===== src/rtl/uart_pkg.sv =====
// uart_pkg: shared UART constants, state encodings and helpers for the board-top UARTs.
package uart_pkg;
  localparam logic [7:0] CR = 8'h0D;
  localparam logic [7:0] LF = 8'h0A;
  localparam logic [7:0] ASCII_0 = 8'h30;
  localparam logic [7:0] ASCII_A = 8'h41;
  typedef enum logic [1:0] {LN_IDLE, SEND_CHAR, SEND_CR, SEND_LF} line_state_t;
  typedef enum logic [1:0] {SER_IDLE, SER_START, SER_DATA, SER_STOP} ser_state_t;
  function automatic int clks_per_bit(input int clk_freq, input int baud_rate);
    return clk_freq / baud_rate;
  endfunction
  function automatic logic [7:0] to_ascii(input logic [3:0] r);
    return r <= 4'd9 ? ASCII_0 + {4'd0, r} : ASCII_A + {4'd0, r} - 8'd10;
  endfunction
endpackage


===== src/rtl/uart_tx_byte.sv =====
// uart_tx_byte: 8N1 serializer; a start seen at the end of a stop bit chains the next byte with no gap.
module uart_tx_byte
  import uart_pkg::*;
#(
  parameter int CLKS_PER_BIT = 434
) (
  input  logic       clock,
  input  logic       reset,
  input  logic       start,
  input  logic [7:0] data,
  output logic       busy,
  output logic       done,
  output logic       tx
);
  localparam int CW = $clog2(CLKS_PER_BIT);
  localparam logic [CW-1:0] LAST = CW'(CLKS_PER_BIT - 1);
  ser_state_t state;
  logic [CW-1:0] cnt;
  logic [2:0] idx;
  logic [7:0] sh;
  logic bit_end;
  assign bit_end = cnt == LAST;
  assign done = state == SER_STOP && bit_end;
  always_ff @(posedge clock or negedge reset)
    if (!reset) begin
      state <= SER_IDLE;
      cnt <= '0;
      idx <= '0;
      sh <= '0;
      tx <= 1'b1;
      busy <= 1'b0;
    end else begin
      cnt <= (state == SER_IDLE || bit_end) ? '0 : cnt + CW'(1);
      case (state)
        SER_IDLE: if (start) begin
          state <= SER_START;
          sh <= data;
          tx <= 1'b0;
          busy <= 1'b1;
        end
        SER_START: if (bit_end) begin
          state <= SER_DATA;
          idx <= '0;
          tx <= sh[0];
        end
        SER_DATA: if (bit_end) begin
          sh <= sh >> 1;
          idx <= idx + 3'd1;
          state <= idx == 3'd7 ? SER_STOP : SER_DATA;
          tx <= idx == 3'd7 ? 1'b1 : sh[1];
        end
        SER_STOP: if (bit_end) begin
          state <= start ? SER_START : SER_IDLE;
          sh <= data;
          tx <= !start;
          busy <= start;
        end
      endcase
    end
endmodule


===== src/rtl/uart_result_tx.sv =====
// uart_result_tx: sends each 4-bit inference result as an ASCII "<digit>\r\n" line over 8N1.
module uart_result_tx
  import uart_pkg::*;
#(
  parameter int CLK_FREQ  = 50_000_000,
  parameter int BAUD_RATE = 115_200
) (
  input  logic       clock,
  input  logic       reset,
  input  logic [3:0] result_in,
  input  logic       result_valid,
  output logic       tx_pin_out,
  output logic       tx_busy,
  output logic       result_overflow
);
  localparam int CLKS_PER_BIT = clks_per_bit(CLK_FREQ, BAUD_RATE);
  line_state_t state;
  logic start;
  logic done;
  logic [7:0] data;
  logic [3:0] pend;
  logic pend_v;
  uart_tx_byte #(.CLKS_PER_BIT(CLKS_PER_BIT)) u_tx (
    .clock(clock),
    .reset(reset),
    .start(start),
    .data (data),
    .busy (tx_busy),
    .done (done),
    .tx   (tx_pin_out)
  );
  // data always holds the byte the serializer will take at its next load point
  always_ff @(posedge clock or negedge reset)
    if (!reset) begin
      state <= LN_IDLE;
      start <= 1'b0;
      data <= '0;
      pend <= '0;
      pend_v <= 1'b0;
      result_overflow <= 1'b0;
    end else begin
      result_overflow <= 1'b0;
      case (state)
        LN_IDLE: begin
          if (pend_v || result_valid) begin
            state <= SEND_CHAR;
            start <= 1'b1;
            data <= to_ascii(pend_v ? pend : result_in);
          end
          if (pend_v) begin
            pend_v <= result_valid;
            pend <= result_in;
          end
        end
        SEND_CHAR: begin
          data <= done ? LF : CR;
          state <= done ? SEND_CR : SEND_CHAR;
        end
        SEND_CR: if (done) begin
          state <= SEND_LF;
          start <= 1'b0;
        end
        SEND_LF: if (done) state <= LN_IDLE;
      endcase
      if (state != LN_IDLE && result_valid) begin
        pend <= result_in;
        pend_v <= 1'b1;
        result_overflow <= pend_v;
      end
    end
endmodule


===== config.mk =====
export PLATFORM = sky130hd
export DESIGN_NAME = uart_result_tx
export DESIGN_NICKNAME = d
export VERILOG_FILES = /design/src/rtl/uart_pkg.sv /design/src/rtl/uart_tx_byte.sv /design/src/rtl/uart_result_tx.sv
export SDC_FILE = /design/constraint.sdc
export NUM_CORES = 1
export LEC_CHECK = 0
export BUFFER_PORTS_ARGS = -buffer_cell sky130_fd_sc_hd__buf_4
export CAP_MARGIN = 20
export CORE_ASPECT_RATIO = 0.8
export CORE_UTILIZATION = 45
export DETAILED_ROUTE_END_ITERATION = 10
export GPL_TIMING_DRIVEN = 0
export PLACE_DENSITY = 0.61
export SETUP_SLACK_MARGIN = 0.4
export SYNTH_ARGS = -nofsm -noshare
export SYNTH_HDL_FRONTEND = slang
export SYNTH_SLANG_ARGS = --single-unit

===== constraint.sdc =====
create_clock -name clock -period 5.6 [get_ports clock]
set_input_delay 1.12 -clock clock [delete_from_list [all_inputs] [get_ports clock]]
set_output_delay 1.12 -clock clock [all_outputs]
set_load 0.03 [all_outputs]

After elaboration in Yosys (flattened, before gate mapping)
Cells that the tools add are included.
- input port bits: 7
- flip-flop bits (word level): 41
- word-level logic and storage cells: 100
- output and inout port bits: 3
- multiplexer cells: 44
- order comparisons: 1
- $add $sub $neg: 5
- reductions and logical operators: 23
- equal/unequal tests: 15
- operators by type and width (kind ; count):
    two-way mux 8 bit ; 5
    one-hot mux 8 bit (3 select lines) ; 1
    two-way mux 2 bit ; 8
    two-way mux 4 bit ; 4
    one-hot mux 2 bit (4 select lines) ; 2
    one-hot mux 8 bit (2 select lines) ; 1
    two-way mux 1 bit ; 15
    nonzero test 2 bit ; 7
    AND reduction 3 bit ; 4
    adder 9 x 1 -> 9 bit (second input constant) ; 1
    == test 9 bit (second input constant) ; 1
    two-way mux 3 bit ; 3
    two-way mux 9 bit ; 1
    adder 7 x 4 -> 8 bit (first input constant) ; 1
    == test 2 bit (second input constant) ; 4
    != test 2 bit (second input constant) ; 4
    AND reduction 4 bit ; 2
    subtractor 8 x 4 -> 8 bit (second input constant) ; 1
    adder 6 x 4 -> 7 bit (first input constant) ; 1
    != test 2 x 1 -> 1 bit (second input constant) ; 3
    one-hot mux 3 bit (2 select lines) ; 1
    == test 2 x 1 -> 1 bit (second input constant) ; 2
    less-or-equal comparator 4 bit (second input constant) ; 1
    logical NOT 2 bit ; 2
    other kinds (9) ; 13

Longest topological paths before layout
Gate-level depths: netlist of run 1.
- depth after elaboration: 6
- mapped depth: 8
- mapped depth without buffers: 7

Hierarchy
Synthesis of run 1 repeated with hierarchy kept, for this count alone.
- cell total of the unflattened synthesis: 200
- area total of the unflattened synthesis: 2155.8 um^2
- modules (own cells, without submodules) (module ; instances ; cells an instance ; seq. area each (um^2) ; area an instance (um^2)):
    uart_tx_byte ; 1 ; 111 ; 601.8 ; 1290.0
    uart_result_tx ; 1 ; 89 ; 400.4 ; 865.8

Worst setup path after synthesis of run 1
OpenSTA, ideal clock, no wires.
- path type: input -> register
- from: input port result_in[0]
- to: register data[1]
- cell stages on the path: 7
- data required time: 5517 ps
- path buffers: 0
- setup slack: 3018 ps
- arrival time: 2499 ps
- cells stage by stage: mux2i_1 inv_1 ha_1 or2_2 a21o_1 mux2_2 o21ai_0
- cells in the longest elaborated chain, start to end: 6
- elaborated cells on any way between the ends: 8
- ends and longest elaborated chain (item ; line ; RTL):
    start: declaration ; uart_result_tx.sv:10 ; input logic [3:0] result_in,
    two-way mux 4 bit (*) ; uart_result_tx.sv:48 ; data <= to_ascii(pend_v ? pend : result_in);
    adder 7 x 4 -> 8 bit ; uart_pkg.sv:13 ; return r <= 4'd9 ? ASCII_0 + {4'd0, r} : ASCII_A + {4'd0, r} - 8'd10;
    subtractor 8 x 4 -> 8 bit ; uart_pkg.sv:13 ;
    two-way mux 8 bit (*) ; uart_pkg.sv:13 ;
    two-way mux 8 bit (*) ; uart_result_tx.sv:45 ; if (pend_v || result_valid) begin
    one-hot mux 8 bit (2 select lines) (*) ; uart_result_tx.sv:43 ; case (state)
    end signal: assignment ; uart_result_tx.sv:48 ;
    end signal: assignment ; uart_result_tx.sv:56 ; data <= done ? LF : CR;
    end: declaration ; uart_result_tx.sv:20 ; logic [7:0] data;
Mark *: on every way between the ends. The rest lies on a longest branch, timed or not. The select of a mux whose other input is x is not followed.
A chain may end at the register's enable or synchronous reset.

Worst setup path in the final report of run 1
Ends and elaborated chain as after synthesis.

==> results of run 1 <==
## logic make-up after synthesis
family	count (synthesis)	share of synthesized area, %
muxes	26	14.0
xor gates and xnor gates	8	3.44
and+or+nand+nor	52	13.8
buffers and inverters	14	2.71
AOI/OAI and AO/OA	34	11.3
adders and majority gates	11	6.76
DFF	39	48.0
## Yosys cell counts (all sizes together), types with 2 or more instances
| cell type | n |
|---|---|
| ha | 11 |
| and2 | 2 |
| nor3 | 4 |
| nand2 | 8 |
| nand2b | 4 |
| nand3 | 8 |
| o22a | 2 |
| a32o | 2 |
| clkbuf | 4 |
| a31oi | 3 |
| dfrtp | 38 |
| mux2i | 6 |
| a21o | 3 |
| xnor2 | 7 |
| a21oi | 6 |
| o21ai | 11 |
| o31ai | 2 |
| mux2 | 20 |
| inv | 8 |
| nor2 | 18 |
| buf | 2 |
## routing by layer
metal  part of all wire (%)  track usage, %  wire, µm  vias to the layer above
met5                      0               0         0                        -
met4                   0.49            4.25        18                        0
met3                    4.2            5.15       154                        2
met2                     46            26.9      1690                       28
met1                     50            25.0      1840                      675
li1                       -               -         -                      680
## worst register-to-register path: cells and delay by family (launching register included)
family | cells | cell delay (ns)
multiplexers | 2 | 0.71
AO/OA/AOI/OAI | 2 | 0.38
flip-flops | 1 | 0.33
AND/OR/NAND/NOR | 1 | 0.30
buffers and inverters | 2 | 0.29
adder cells (fa/ha/maj) | 1 | 0.18
## how the worst min path moves through the flow
stage	start	endpoint	slack, ns	depth (start not counted)
2_1_floorplan	data[6]$_DFFE_PN0P_	data[6]$_DFFE_PN0P_	0.44	2
3_3_place_gp	data[6]$_DFFE_PN0P_	data[6]$_DFFE_PN0P_	0.47	2
3_5_place_dp	data[5]$_DFFE_PN0P_	data[5]$_DFFE_PN0P_	0.49	2
4_1_cts	u_tx.sh[6]$_DFFE_PN0P_	u_tx.sh[6]$_DFFE_PN0P_	0.51	1
5_1_grt	u_tx.idx[1]$_DFFE_PN0P_	u_tx.idx[1]$_DFFE_PN0P_	0.53	1
6_report	data[6]$_DFFE_PN0P_	data[6]$_DFFE_PN0P_	0.50	2
## stage by stage
stage / total power, mW / utilization, % / hold WS, ns
5_1_grt: 0.531 / 53.1 / 0.529
3_3_place_gp: 0.322 / 51.1 / 0.469
4_1_cts: 0.510 / 53.1 / 0.511
3_5_place_dp: 0.324 / 51.1 / 0.488
6_report: 0.502 / 53.1 / 0.505
2_1_floorplan: 0.309 / - / 0.442
## sequential cells by signal, indices dropped and copies added (netlist names), named ones only
name,flops
u_tx.cnt,9
pend_v,1
u_tx.tx,1
u_tx.idx,3
result_overflow,1
u_tx.state,2
data,7
u_tx.busy,1
state,1
pend,4
u_tx.sh,7
start,1
## cells in the final DEF (no fill, tap or decap), types with 7 or more instances in the layout
| master | Yosys | routed |
|---|---|---|
| dfrtp_1 | 38 | 38 |
| mux2_2 | 20 | 20 |
| nor2_1 | 18 | 18 |
| o21ai_0 | 11 | 11 |
| ha_1 | 11 | 11 |
| buf_4 | 0 | 9 |
| inv_1 | 8 | 8 |
| nand2_1 | 8 | 8 |
| nand3_1 | 8 | 8 |
| xnor2_1 | 7 | 7 |
## power by group through the flow
| stage | Combinational [mW] | Sequential [mW] | Clock, mW |
|---|---|---|---|
| global placement | 0.0304 | 0.292 | 0 |
| floorplan | 0.0172 | 0.292 | 0 |
| global route | 0.0360 | 0.287 | 0.208 |
| detailed placement | 0.0318 | 0.292 | 0 |
| CTS | 0.0320 | 0.286 | 0.191 |
| finish | 0.0311 | 0.287 | 0.185 |
## final cells by class
| cell class | count | share of cell area, % |
|---|---|---|
| clock buffer | 6 | 3.21 |
| sequential | 39 | 43.3 |
| tap | 57 | 3.16 |
| inverter | 8 | 1.33 |
| timing repair buffer | 9 | 2.99 |
| multi-input combinational | 131 | 44.4 |
| clock inverter | 2 | 0.554 |
| buffer | 6 | 1.11 |
==> reports/metrics.yaml, run 1 <==
status: "finished, final reports clean"
routed-via-count: 1385
core-area_um2: 4260
cellLeakagePower_nw: 1.02
seq_area_frac_synth_pct: 48.0
path_cells: "buf_4 > mux2i_1 > inv_1 > ha_1 > or2_2 > a21o_1 > mux2_2 > o21ai_0"
critPathKind: "in2reg"
routedWlPerCell_um: 14.3
swShare_pct: 23.3
htree_levels: 2
drive_gt1_share_pct: 22.4
postCtsSetupBuffers: 0
stdcell_count: 258
critical-path-max-stage-delay_ns: 0.33
intPower_mw: 0.385
post-dp-hpwl_mm: 2.72
cp_slowest_cell: "mux2i_1"
multi_input_area_um2: 1000
syn_to_final_growth_pct: 11.0
drc: 0
crit_required_ns: 5.81
period_minus_slack_ns: 2.57
synth_edf_count: 0
synth.top_cells.by_area: "dfrtp_1, mux2_2, ha_1"
io-pin-count: 10
floorplan.initialDensity_pct: 47.8
reg2reg_to: "data[1]$_DFFE_PN0P_"
path_max_fanout: 5
cp.depth: 8
synth_top_area_share_pct: 46.7
fin_skew_ns: 0.0106
finalSetupViolCount: 0
drtPass1Iterations: 4
yosys.cell_types.count: 39
slew_viol_final: 0
ys_seq_elements: 39
p_per_area_nw_per_um2: 222
p_sw_mw: 0.117
design.die.area_um2: 4800
r2r_cells: 8
drt-total-wl_mm: 3.70
tns_ns: 0
cts_tree: "done"
syn-cell-area_um2: 2030
antenna_found_initial: 0
clk_path_buf_depth: 2
fin_nets: 218
crit_path_end: "data[1]$_DFFE_PN0P_"
r2r_slack_ns: 3.33
design_area_um2: 2260
track_usage_pct: 17.7
cp-startpoint: "result_in[0]"
drt_iter0_drc: 134
synthFlopType: "dfrtp_1"
async_reset_ff_share_pct: 100
ys_warn_count: 0
cts_num_sinks: 39
insertion_delay_ns: 0.29
die_w_um: 77.2
nFillCells: 381
worst_slew_pin_slew_ns: 0.843
cp.arrival_ns: 2.79
avgViaCountPerCell: 5.37
clk_pin_slew_ns: 0.08
netlist_instances: 184
gp_congestion: 0.759
reg2reg_from: "pend_v$_DFFE_PN0P_"
synth_top_cell_by_area: "dfrtp_1"
grt_pass1_wl_mm: 6.69
max_freq_mhz: 389
cts-root-buf: "clkbuf_8"
dp.cells: 250
critPathBufInv: 2
antennaDiodeCount: 0
hold_viol: 0
postPlaceCellArea_um2: 2170
cts_buffers: 5
post-place-ws_ns: 2.71
ctsResizeCount: 0
rows: 21
power_frac_comb_pct: 6.2
synth.avg_cell_area_um2: 11.1
layout_setup_ws_ns: 3.03
grt_pass1_vias: 1410
syn_nets: 202
period_share_pct: 45.9
end_kind: "flip-flop"
rsz0062_at_grt: "false"
antenna_left: 0
die_h_um: 62.1
start_kind: "input port"
grt-ovfl-total: 0
maxCapViolCount: 0
hold_path.class: "reg2reg"
seq_area_um2: 977
p_seq_share_pct: 57.0
slew_headroom_pct: 43.3
peakVddDrop_uv: 103
io_buffer_count: 9
clock_power_share_pct: 36.8
grt_max_degree: 40
cts_hold_buf: 0
cpLargestDelayFamily: "multiplexers"
Power figures use the tool's default switching activity.
==> run 2: changes to the inputs <==
Clock period 5.6 ns to 2.6 ns, I/O delays scaled along.
==> reports/metrics.yaml, run 2 (synthesis results as in run 1) <==
status: "finished, final reports clean"  # unchanged
fin_nets: 219  # was 218
drive_gt1_share_pct: 23.8  # was 22.4%
critical-path-max-stage-delay_ns: 0.34  # was 0.33 ns
die_w_um: 77.2  # unchanged
cp.depth: 8  # unchanged
antenna_left: 0  # unchanged
cts_hold_buf: 0  # unchanged
cts_tree: "done"  # unchanged
clk_path_buf_depth: 2  # unchanged
cellLeakagePower_nw: 1.03  # was 1.02 nW
critPathBufInv: 2  # unchanged
critPathKind: "reg2reg"  # was in2reg
max_freq_mhz: 477
path_max_fanout: 9  # was 5
maxCapViolCount: 0  # unchanged
rows: 21  # unchanged
largest_reg_flops: 9  # unchanged
reg2reg_from: "pend_v$_DFFE_PN0P_"  # unchanged
cp_slowest_cell: "dfrtp_1"  # was mux2i_1
cts_num_sinks: 39  # unchanged
track_usage_pct: 17.9  # was 17.7%
grt_max_degree: 40  # unchanged
grt-ovfl-total: 0  # unchanged
finalSetupViolCount: 0  # unchanged
gp_congestion: 0.759  # unchanged
design.die.area_um2: 4800  # unchanged
syn_to_final_growth_pct: 12.2  # was 11.0%
period_minus_slack_ns: 2.10
routedWlPerCell_um: 14.4  # was 14.3 µm
hold_path.class: "in2async"  # was reg2reg
io_buffer_count: 9  # unchanged
core-area_um2: 4260  # unchanged
slew_headroom_pct: 44.6  # was 43.3%
start_kind: "flip-flop"  # was input port
tns_ns: 0  # unchanged
finalPower_mw: 1.09  # was 0.502 mW
routed-via-count: 1371  # was 1385
clk_pin_slew_ns: 0.08  # about the same
p_per_area_nw_per_um2: 477  # was 222 nW/µm²
period_share_pct: 80.7
peakVddDrop_uv: 221  # was 103 µV
insertion_delay_ns: 0.29  # about the same
nFillCells: 380  # was 381
crit_required_ns: 2.82  # was 5.81 ns
post-dp-hpwl_mm: 2.72  # unchanged
cp-startpoint: "pend_v$_DFFE_PN0P_"  # was result_in[0]
slew_viol_final: 0  # unchanged
avgViaCountPerCell: 5.29  # was 5.37
top_regs: "u_tx.cnt: 9 flops, data: 7 flops, u_tx.sh: 7 flops"  # unchanged
cts-root-buf: "clkbuf_8"  # unchanged
largest-register: "u_tx.cnt"  # unchanged
drt-total-wl_mm: 3.72  # was 3.70 mm
grt_pass1_vias: 1403  # was 1410
r2r_cells: 8  # unchanged
hold_viol: 0  # unchanged
layout_commonest_cell: "dfrtp_1"  # unchanged
cts_buffers: 5  # unchanged
end_kind: "flip-flop"  # unchanged
drtPass1Iterations: 5  # was 4
antennaDiodeCount: 0  # unchanged
cp.arrival_ns: 2.31  # was 2.79 ns
rsz0062_at_grt: "true"  # was false
die_h_um: 62.1  # unchanged
drc: 0  # unchanged
final_cell_mix: "dfrtp_1, mux2_2, nor2_1, o21ai_0, ha_1"  # unchanged
antenna_found_initial: 0  # unchanged
drt_iter0_drc: 102  # was 134
path_cells: "clkbuf_4 > mux2i_4 > inv_1 > ha_1 > or2_2 > a21o_1 > mux2_2 > o21ai_0"  # was buf_4 > mux2i_1 > inv_1 > ha_1 > or2_2 > a21o_1 > mux2_2 > o21ai_0
floorplan.initialDensity_pct: 47.8  # unchanged
io-pin-count: 10  # unchanged
htree_levels: 2  # unchanged
fin_skew_ns: 0.00965  # was 0.0106 ns
worst_slew_pin_slew_ns: 0.824  # was 0.843 ns
grt_pass1_wl_mm: 6.70  # was 6.69 mm
cpLargestDelayFamily: "multiplexers"  # unchanged
[run 2: cell types whose count changed in the layout (fill, tap and decap cells not counted), sizes merged]
cell	before	now
clkbuf	10	11
[run 2: timing repair]
item	in CTS	in global routing
gates resized for setup	2	3
endpoints found under the setup margin	2	5
buffers inserted	0	1
cloned	0	0
[run 2: per-layer routing]
metal | routed length [µm] | vias up | part of all wire (%) | track usage (%)
met4 | 23 | 0 | 0.62 | 4.25
met1 | 1870 | 660 | 50 | 25.1
met3 | 149 | 4 | 4.0 | 5.15
met2 | 1680 | 26 | 45 | 27.2
li1 | - | 681 | - | -
met5 | 0 | - | 0 | 0
[run 2: metrics by stage]
step / instance area [µm²] / setup WS [ns] / utilization [%] / hold slack [ns] / cells
final: 2280 / 0.502 / 53.6 / 0.184 / 259
after detailed placement: 2170 / 0.313 / 51.1 / 0.488 / 250
after floorplan: 2030 / 0.566 / - / 0.224 / 184
after global routing: 2280 / 0.357 / 53.6 / 0.223 / 259
after CTS: 2270 / 0.427 / 53.4 / 0.209 / 258
after global placement: 2170 / 0.345 / 51.1 / 0.469 / 250
[run 2: layout make-up]
type	instances	area (µm²)	area share [%]
Multi-Input combinational cell	131	1010	44.5
Sequential cell	39	977	42.8
Timing Repair Buffer	10	75.1	3.29
Clock buffer	6	72.6	3.18
Tap cell	57	71.3	3.12
Inverter	8	30.0	1.32
Buffer	6	28.8	1.26
Clock inverter	2	12.5	0.548
[run 2: worst paths after layout]
kind / endpoint / slack (ns)
min in group clock: pend[2]$_DFFE_PN0P_ / 0.47
worst min register to register: data[6]$_DFFE_PN0P_ / 0.50
worst min-delay path: u_tx.cnt[6]$_DFF_PN0_ / 0.18
max in group asynchronous: u_tx.tx$_DFFE_PN1P_ / 2.06
worst max-delay path: data[1]$_DFFE_PN0P_ / 0.50
worst max register to register: data[1]$_DFFE_PN0P_ / 0.50
[run 2: report_power, final]
part	internal, mW	switching, mW
clock network	0.187	0.213
registers	0.613	0.00443
logic	0.0323	0.0388
total	0.833	0.256
